$ cat src/rtl/nand7420_pkg.sv
// nand7420_pkg: shared state encoding, LFSR mask and NAND reference model for the 7420 tester
package nand7420_pkg;
  typedef enum logic [2:0] {IDLE, SEQ, RAND, DRAIN, DONE} state_t;
  localparam logic [7:0] LFSR_MASK = 8'hB8;
  function automatic logic nand4(input logic [3:0] v);
    return ~&v;
  endfunction
endpackage

$ cat src/rtl/nand7420_lfsr.sv
// nand7420_lfsr: 8-bit right-shift Galois LFSR with synchronous load and advance
module nand7420_lfsr
  import nand7420_pkg::*;
(
  input  logic       clk,
  input  logic       rst_n,
  input  logic       load,
  input  logic       adv,
  input  logic [7:0] seed,
  output logic [7:0] q
);
  logic [7:0] r_q;
  // load has priority over advance; the register is always loaded before use
  always_ff @(posedge clk or negedge rst_n)
    if (!rst_n) r_q <= '0;
    else if (load) r_q <= seed;
    else if (adv) r_q <= r_q[0] ? (r_q >> 1) ^ LFSR_MASK : r_q >> 1;
  assign q = r_q;
endmodule

$ cat src/rtl/nand7420_tester.sv
// nand7420_tester: stimulus driver and checker for a dual 4-input NAND DUT (optional NAND7420_TESTER_INJECT_EN adds inj)
module nand7420_tester
  import nand7420_pkg::*;
#(
  parameter int         SEQ_LEN   = 20,
  parameter int         RAND_LEN  = 200,
  parameter logic [7:0] LFSR_SEED = 8'hA5,
  parameter int         CNT_W     = 16
) (
  input  logic             clk,
  input  logic             rst_n,
  input  logic             start,
`ifdef NAND7420_TESTER_INJECT_EN
  input  logic             inj,
`endif
  output logic             p1a,
  output logic             p1b,
  output logic             p1c,
  output logic             p1d,
  output logic             p2a,
  output logic             p2b,
  output logic             p2c,
  output logic             p2d,
  input  logic             p1y,
  input  logic             p2y,
  output logic             busy,
  output logic             done,
  output logic             pass,
  output logic [CNT_W-1:0] err_p1y,
  output logic [CNT_W-1:0] err_p2y,
  output logic [CNT_W-1:0] sample_cnt,
  output logic [CNT_W-1:0] first_err
);
  state_t           r_state, w_next;
  logic [3:0]       r_p1, r_p2;
  logic [CNT_W-1:0] r_idx, r_err1, r_err2, r_cnt, r_first, w_idx_inc;
  logic             r_chk_vld, r_seen;
  logic             w_go, w_seq_last, w_rand_last, w_exp1, w_exp2, w_m1, w_m2;
  logic [7:0]       w_lfsr;

  assign w_go        = start && (r_state == IDLE || r_state == DONE);
  assign w_seq_last  = r_state == SEQ && r_idx == CNT_W'(SEQ_LEN - 1);
  assign w_rand_last = r_state == RAND && r_idx == CNT_W'(RAND_LEN - 1);
  assign w_idx_inc   = r_idx + 1'b1;

  nand7420_lfsr u_lfsr (
    .clk  (clk),
    .rst_n(rst_n),
    .load (w_go),
    .adv  (r_state == RAND),
    .seed (LFSR_SEED),
    .q    (w_lfsr)
  );

  // state register
  always_ff @(posedge clk or negedge rst_n)
    if (!rst_n) r_state <= IDLE;
    else r_state <= w_next;

  // next state: start only acts from IDLE or DONE, phases end on their last vector
  always_comb begin
    w_next = r_state;
    if (w_go) w_next = SEQ;
    else if (w_seq_last) w_next = RAND;
    else if (w_rand_last) w_next = DRAIN;
    else if (r_state == DRAIN) w_next = DONE;
  end

  // expected outputs for the vector currently on the pins; inj flips the gate-1 reference
`ifdef NAND7420_TESTER_INJECT_EN
  assign w_exp1 = nand4(r_p1) ^ inj;
`else
  assign w_exp1 = nand4(r_p1);
`endif
  assign w_exp2 = nand4(r_p2);
  assign w_m1   = r_chk_vld && (p1y != w_exp1);
  assign w_m2   = r_chk_vld && (p2y != w_exp2);

  // stimulus registers, check pipeline and saturating result counters
  always_ff @(posedge clk or negedge rst_n)
    if (!rst_n) begin
      r_p1      <= '0;
      r_p2      <= '0;
      r_idx     <= '0;
      r_chk_vld <= 1'b0;
      r_err1    <= '0;
      r_err2    <= '0;
      r_cnt     <= '0;
      r_first   <= '1;
      r_seen    <= 1'b0;
    end else if (w_go) begin
      r_idx     <= '0;
      r_chk_vld <= 1'b0;
      r_err1    <= '0;
      r_err2    <= '0;
      r_cnt     <= '0;
      r_first   <= '1;
      r_seen    <= 1'b0;
    end else begin
      r_chk_vld <= r_state == SEQ || r_state == RAND;
      if (r_chk_vld) r_cnt <= r_cnt + CNT_W'(r_cnt != '1);
      if (w_m1) r_err1 <= r_err1 + CNT_W'(r_err1 != '1);
      if (w_m2) r_err2 <= r_err2 + CNT_W'(r_err2 != '1);
      if ((w_m1 || w_m2) && !r_seen) begin
        r_first <= r_cnt;
        r_seen  <= 1'b1;
      end
      if (r_state == SEQ) begin
        r_p1  <= r_idx[3:0];
        r_p2  <= w_idx_inc[3:0];
        r_idx <= w_seq_last ? '0 : w_idx_inc;
      end else if (r_state == RAND) begin
        {r_p1, r_p2} <= w_lfsr;
        r_idx        <= w_idx_inc;
      end
    end

  assign {p1a, p1b, p1c, p1d} = r_p1;
  assign {p2a, p2b, p2c, p2d} = r_p2;
  assign busy       = r_state == SEQ || r_state == RAND || r_state == DRAIN;
  assign done       = r_state == DONE;
  assign pass       = done && r_err1 == '0 && r_err2 == '0;
  assign err_p1y    = r_err1;
  assign err_p2y    = r_err2;
  assign sample_cnt = r_cnt;
  assign first_err  = r_first;
endmodule

$ cat config.mk
export PLATFORM = sky130hd
export DESIGN_NAME = nand7420_tester
export DESIGN_NICKNAME = d
export VERILOG_FILES = /design/src/rtl/nand7420_pkg.sv /design/src/rtl/nand7420_lfsr.sv /design/src/rtl/nand7420_tester.sv
export SDC_FILE = /design/constraint.sdc
export NUM_CORES = 1
export LEC_CHECK = 0
export BUFFER_PORTS_ARGS = -buffer_cell sky130_fd_sc_hd__buf_2
export CAP_MARGIN = 20
export CORE_MARGIN = 4
export CORE_UTILIZATION = 47
export CTS_CLUSTER_SIZE = 28
export DETAILED_ROUTE_END_ITERATION = 10
export HOLD_SLACK_MARGIN = 0.06
export PLACE_DENSITY = 0.67
export SYNTH_ARGS = -nofsm -noshare
export SYNTH_HDL_FRONTEND = slang
export SYNTH_SLANG_ARGS = --single-unit
$ cat constraint.sdc
create_clock -name clk -period 2.7 [get_ports clk]
set_clock_uncertainty 0.05 [all_clocks]
set_input_delay 0.27 -clock clk [delete_from_list [all_inputs] [get_ports clk]]
set_output_delay 0.27 -clock clk [all_outputs]
set_load 0.1 [all_outputs]
==> results by group <==
Outcome
  • Status: finished clean

Logic synthesis
  • Yosys cell types: 51
  • Commonest cells post-synth: dfrtp_1 (85), nor2_1 (71), nand2_1 (63)
  • Avg Cell Area, Syn: 9.49 um2
  • Register area share after synthesis: 48.3%
  • Synth area leaders: dfrtp_1 (40%), dfstp_2 (8.0%), xor2_1 (5.3%), nor2_1 (5.1%), nand2_1 (4.5%)
  • Cell area after synthesis: 0.00527 mm2
  • Yosys Warn Count: 0
  • Post-Syn Instances: 556
  • Synth top area share: between 40% and 50%
  • Post-synthesis register bit count: 101
  • Syn Nets: 568
  • Ys flop type: dfrtp_1
  • Ys async rst share: 100%
  • Post-synth EDFFs: 0
  • Synth area leader: dfrtp_1
  • Count leader, synth: dfrtp_1

Power and ir drop
  • Pwr dens: 618 mW/mm2
  • Leakage: 0.00287 uW
  • Sw Ratio: between 30% and 40%
  • Peak supply drop: 0.545 mV
  • Sw Pwr: 1440 uW
  • Sequential share of power: 45.7%
  • Int Power: 2380 uW
  • Clock group share of total power: 29.5%
  • Total power: 3810 uW
  • Combinational share of power: between 20% and 30%

Clock network
  • CTS tree: built
  • Clock buffer depth: 2
  • Clock transition at the registers of the reported paths: 0.10 ns
  • CTS sink cnt: 101
  • Htree depth: 3
  • Clk Latency, worst-skew pair: about 0.37 ns
  • Num CTS Buffers: 9
  • Clock root cell: clkbuf_8

Routing
  • Final wirelength: 12600 um
  • DR iter-0 viols: 271
  • DRT antenna net count: 0
  • DRC errors left: 0
  • Vias per cell: 5.57
  • Detailed Routing Iterations Pass 1: 5
  • DR vias: 4336
  • Post-DR wirelength/cell: around 16 um

Setup path
  • Reg-to-reg setup timing slack: between 0.1 and 0.15 ns
  • Critical path buffer and inverter count: 0
  • Critical Path Stages: 9
  • Critical Setup Path Class: flip-flop to flip-flop
  • Setup crit start kind: flip-flop
  • CP max-delay cell: dfrtp_4
  • R2R cell count: 9
  • Critical Path Fanout Max: 5
  • R2R Path End: err_p1y[3]
  • Worst stage delay on the critical path: ~0.46 ns
  • R2r startpoint: err_p1y[4]
  • Critical Path AT: 2.78 ns
  • CP required: about 2.9 ns
  • Crit. End Element: flip-flop
  • CP Cell Sequence: and4_2 > nand4_1 > or3_1 > ha_1 > and4b_1 > mux2_2 > nand2_1 > xor2_1 > nor2_1
  • CP delay by family, top: simple AND/OR/NAND/NOR gates

Worst hold path
  • Hold endpoint: u_lfsr.q[7]
  • Hold_sp: start
  • Hold Path Depth: 3
  • Hold Crit Class: input port to flip-flop

Floorplanning
  • Die area: 0.0130 mm2
  • Num rows: 38
  • IO Count: 80
  • Die Span Y: 114 um
  • Starting Density: between 40 and 50%
  • Die Wd: 114 um
  • Core area: 0.0109 mm2

Timing
  • Hold_ws: 0.176 ns
  • Tcrit/Tclk final: 95.2%
  • Setup-failing EPs final: 0
  • Final-report hold violation count: 0
  • Worst-margin pin slew: 0.762 ns
  • Minimum clock period: 2.57 ns
  • Max Slew Vio Count: 0
  • Fmax: 389 MHz
  • Rel. slew slack: 49.2%

Place
  • HPWL after DPL: 8890 um
  • Routability cong.: 0.871
  • Placed cells: 761
  • Port buffer count: 79
  • Post-place instance area: 0.00591 mm2

Final layout
  • Layout Cells excl Fill: approximately 800
  • Share of cells above drive strength 1: approximately 26%
  • Design area: 0.00617 mm2
  • Area growth syn-to-layout: 17.0%
  • Layout Nets: 646
  • N_diodes: 0

Global routing
  • Largest net degree at the start of global routing: 58
  • Tot GR Track Use: 19.8%
  • First-pass GRT wire length: between 20000 and 25000 um
  • GRT Residual Overflow: 0
  • Initial antenna violation count: 0
  • Vias in the first global route: 4224

Job
  • Max cap viols: 0
-- stage by stage --
stage                     utilization [%]  worst slack (ns)  setup TNS (ns)
final                                56.7             0.129               0
after global routing                 56.7          -0.00347        -0.00552
after CTS                            56.6             0.117               0
after detailed placement             54.2             0.159               0
after global placement               54.2             0.229               0
after floorplan                         -           0.00115               0
-- tightest hold or removal path: cells and delay by family --
family	cells	cell delay [ns]
simple gates	2	0.18
buf+inv	1	0.10
-- per-layer routing --
layer  up-vias  global-route usage, %  wire [um]  share of wire (%)
met1      2112                   28.2       6000                 48
met4         0                   6.41        112               0.89
met5         -                      0          0                  0
met3        12                   2.65        476                3.8
li1       2115                      -          -                  -
met2        97                   31.5       6040                 48
-- placed cells by master (no fill, tap or decap), types with 5 or more instances in the layout --
cell      count
o21ai_0      22
dfstp_2      16
clkbuf_8     11
ha_1          7
xor2_1       32
and3_1        7
o22ai_1       9
and4_1        8
inv_1         5
dfrtp_2      22
or3_1         7
nand2_1      63
nand3_1      29
nor3_1       11
xnor2_1      18
nand4_1      16
nor2_1       71
and2_1       12
mux2i_1      18
buf_4        13
dfrtp_1      59
a21o_1        5
a21oi_1      22
buf_2        78
nor4_1       13
-- power by group through the flow --
stage / clock network (uW) / logic [uW] / registers [uW]
detailed placement: 0 / 949 / 1770
global route: 1220 / 993 / 1770
global placement: 0 / 943 / 1770
floorplan: 0 / 183 / 2340
CTS: 1150 / 954 / 1740
finish: 1120 / 946 / 1740
-- how the worst max path moves through the flow --
stage	startpoint	end	slack, ns
2_1_floorplan	err_p1y[13]	err_p1y[7]	0.001
3_5_place_dp	err_p1y[2]	err_p1y[3]	0.16
4_1_cts	err_p1y[2]	err_p1y[3]	0.12
6_report	err_p1y[4]	err_p1y[3]	0.13
5_1_grt	err_p1y[2]	err_p1y[5]	-0.003
3_3_place_gp	err_p1y[2]	err_p1y[7]	0.23
-- layout make-up --
type | instances | area, um2
clock inverter | 3 | 46.3
timing repair buffer | 94 | 538
fill | 967 | 4720
sequential | 101 | 2590
clock buffer | 13 | 201
multi-input combinational | 421 | 2590
tap | 140 | 175
inverter | 7 | 27.5
-- flip-flops by register name, indices dropped and copies added (netlist names) --
| name | cells |
|---|---|
| err_p1y | 16 |
| err_p2y | 16 |
| first_err | 16 |
| r_chk_vld | 1 |
| r_idx | 16 |
| r_p1 | 4 |
| r_p2 | 4 |
| r_seen | 1 |
| r_state | 3 |
| sample_cnt | 16 |
| u_lfsr.q | 8 |
-- cell families after synthesis --
group                    share of synthesized area (%)
AND/OR/NAND/NOR                                   24.8
flip-flops                                        48.3
AO/OA/AOI/OAI                                     9.75
XOR/XNOR                                          8.30
buffers and inverters                             3.08
multiplexers                                      4.06
adder cells (fa/ha/maj)                           1.66
-- timing repair --
item                                    CTS  global route
hold buffers                              1             0
endpoints found under the setup margin    0             4
endpoints found under the hold margin    48             0
gates resized for setup                   0             1
buffers inserted                          0             1
Note: power is estimated with default switching activity, not from simulation.
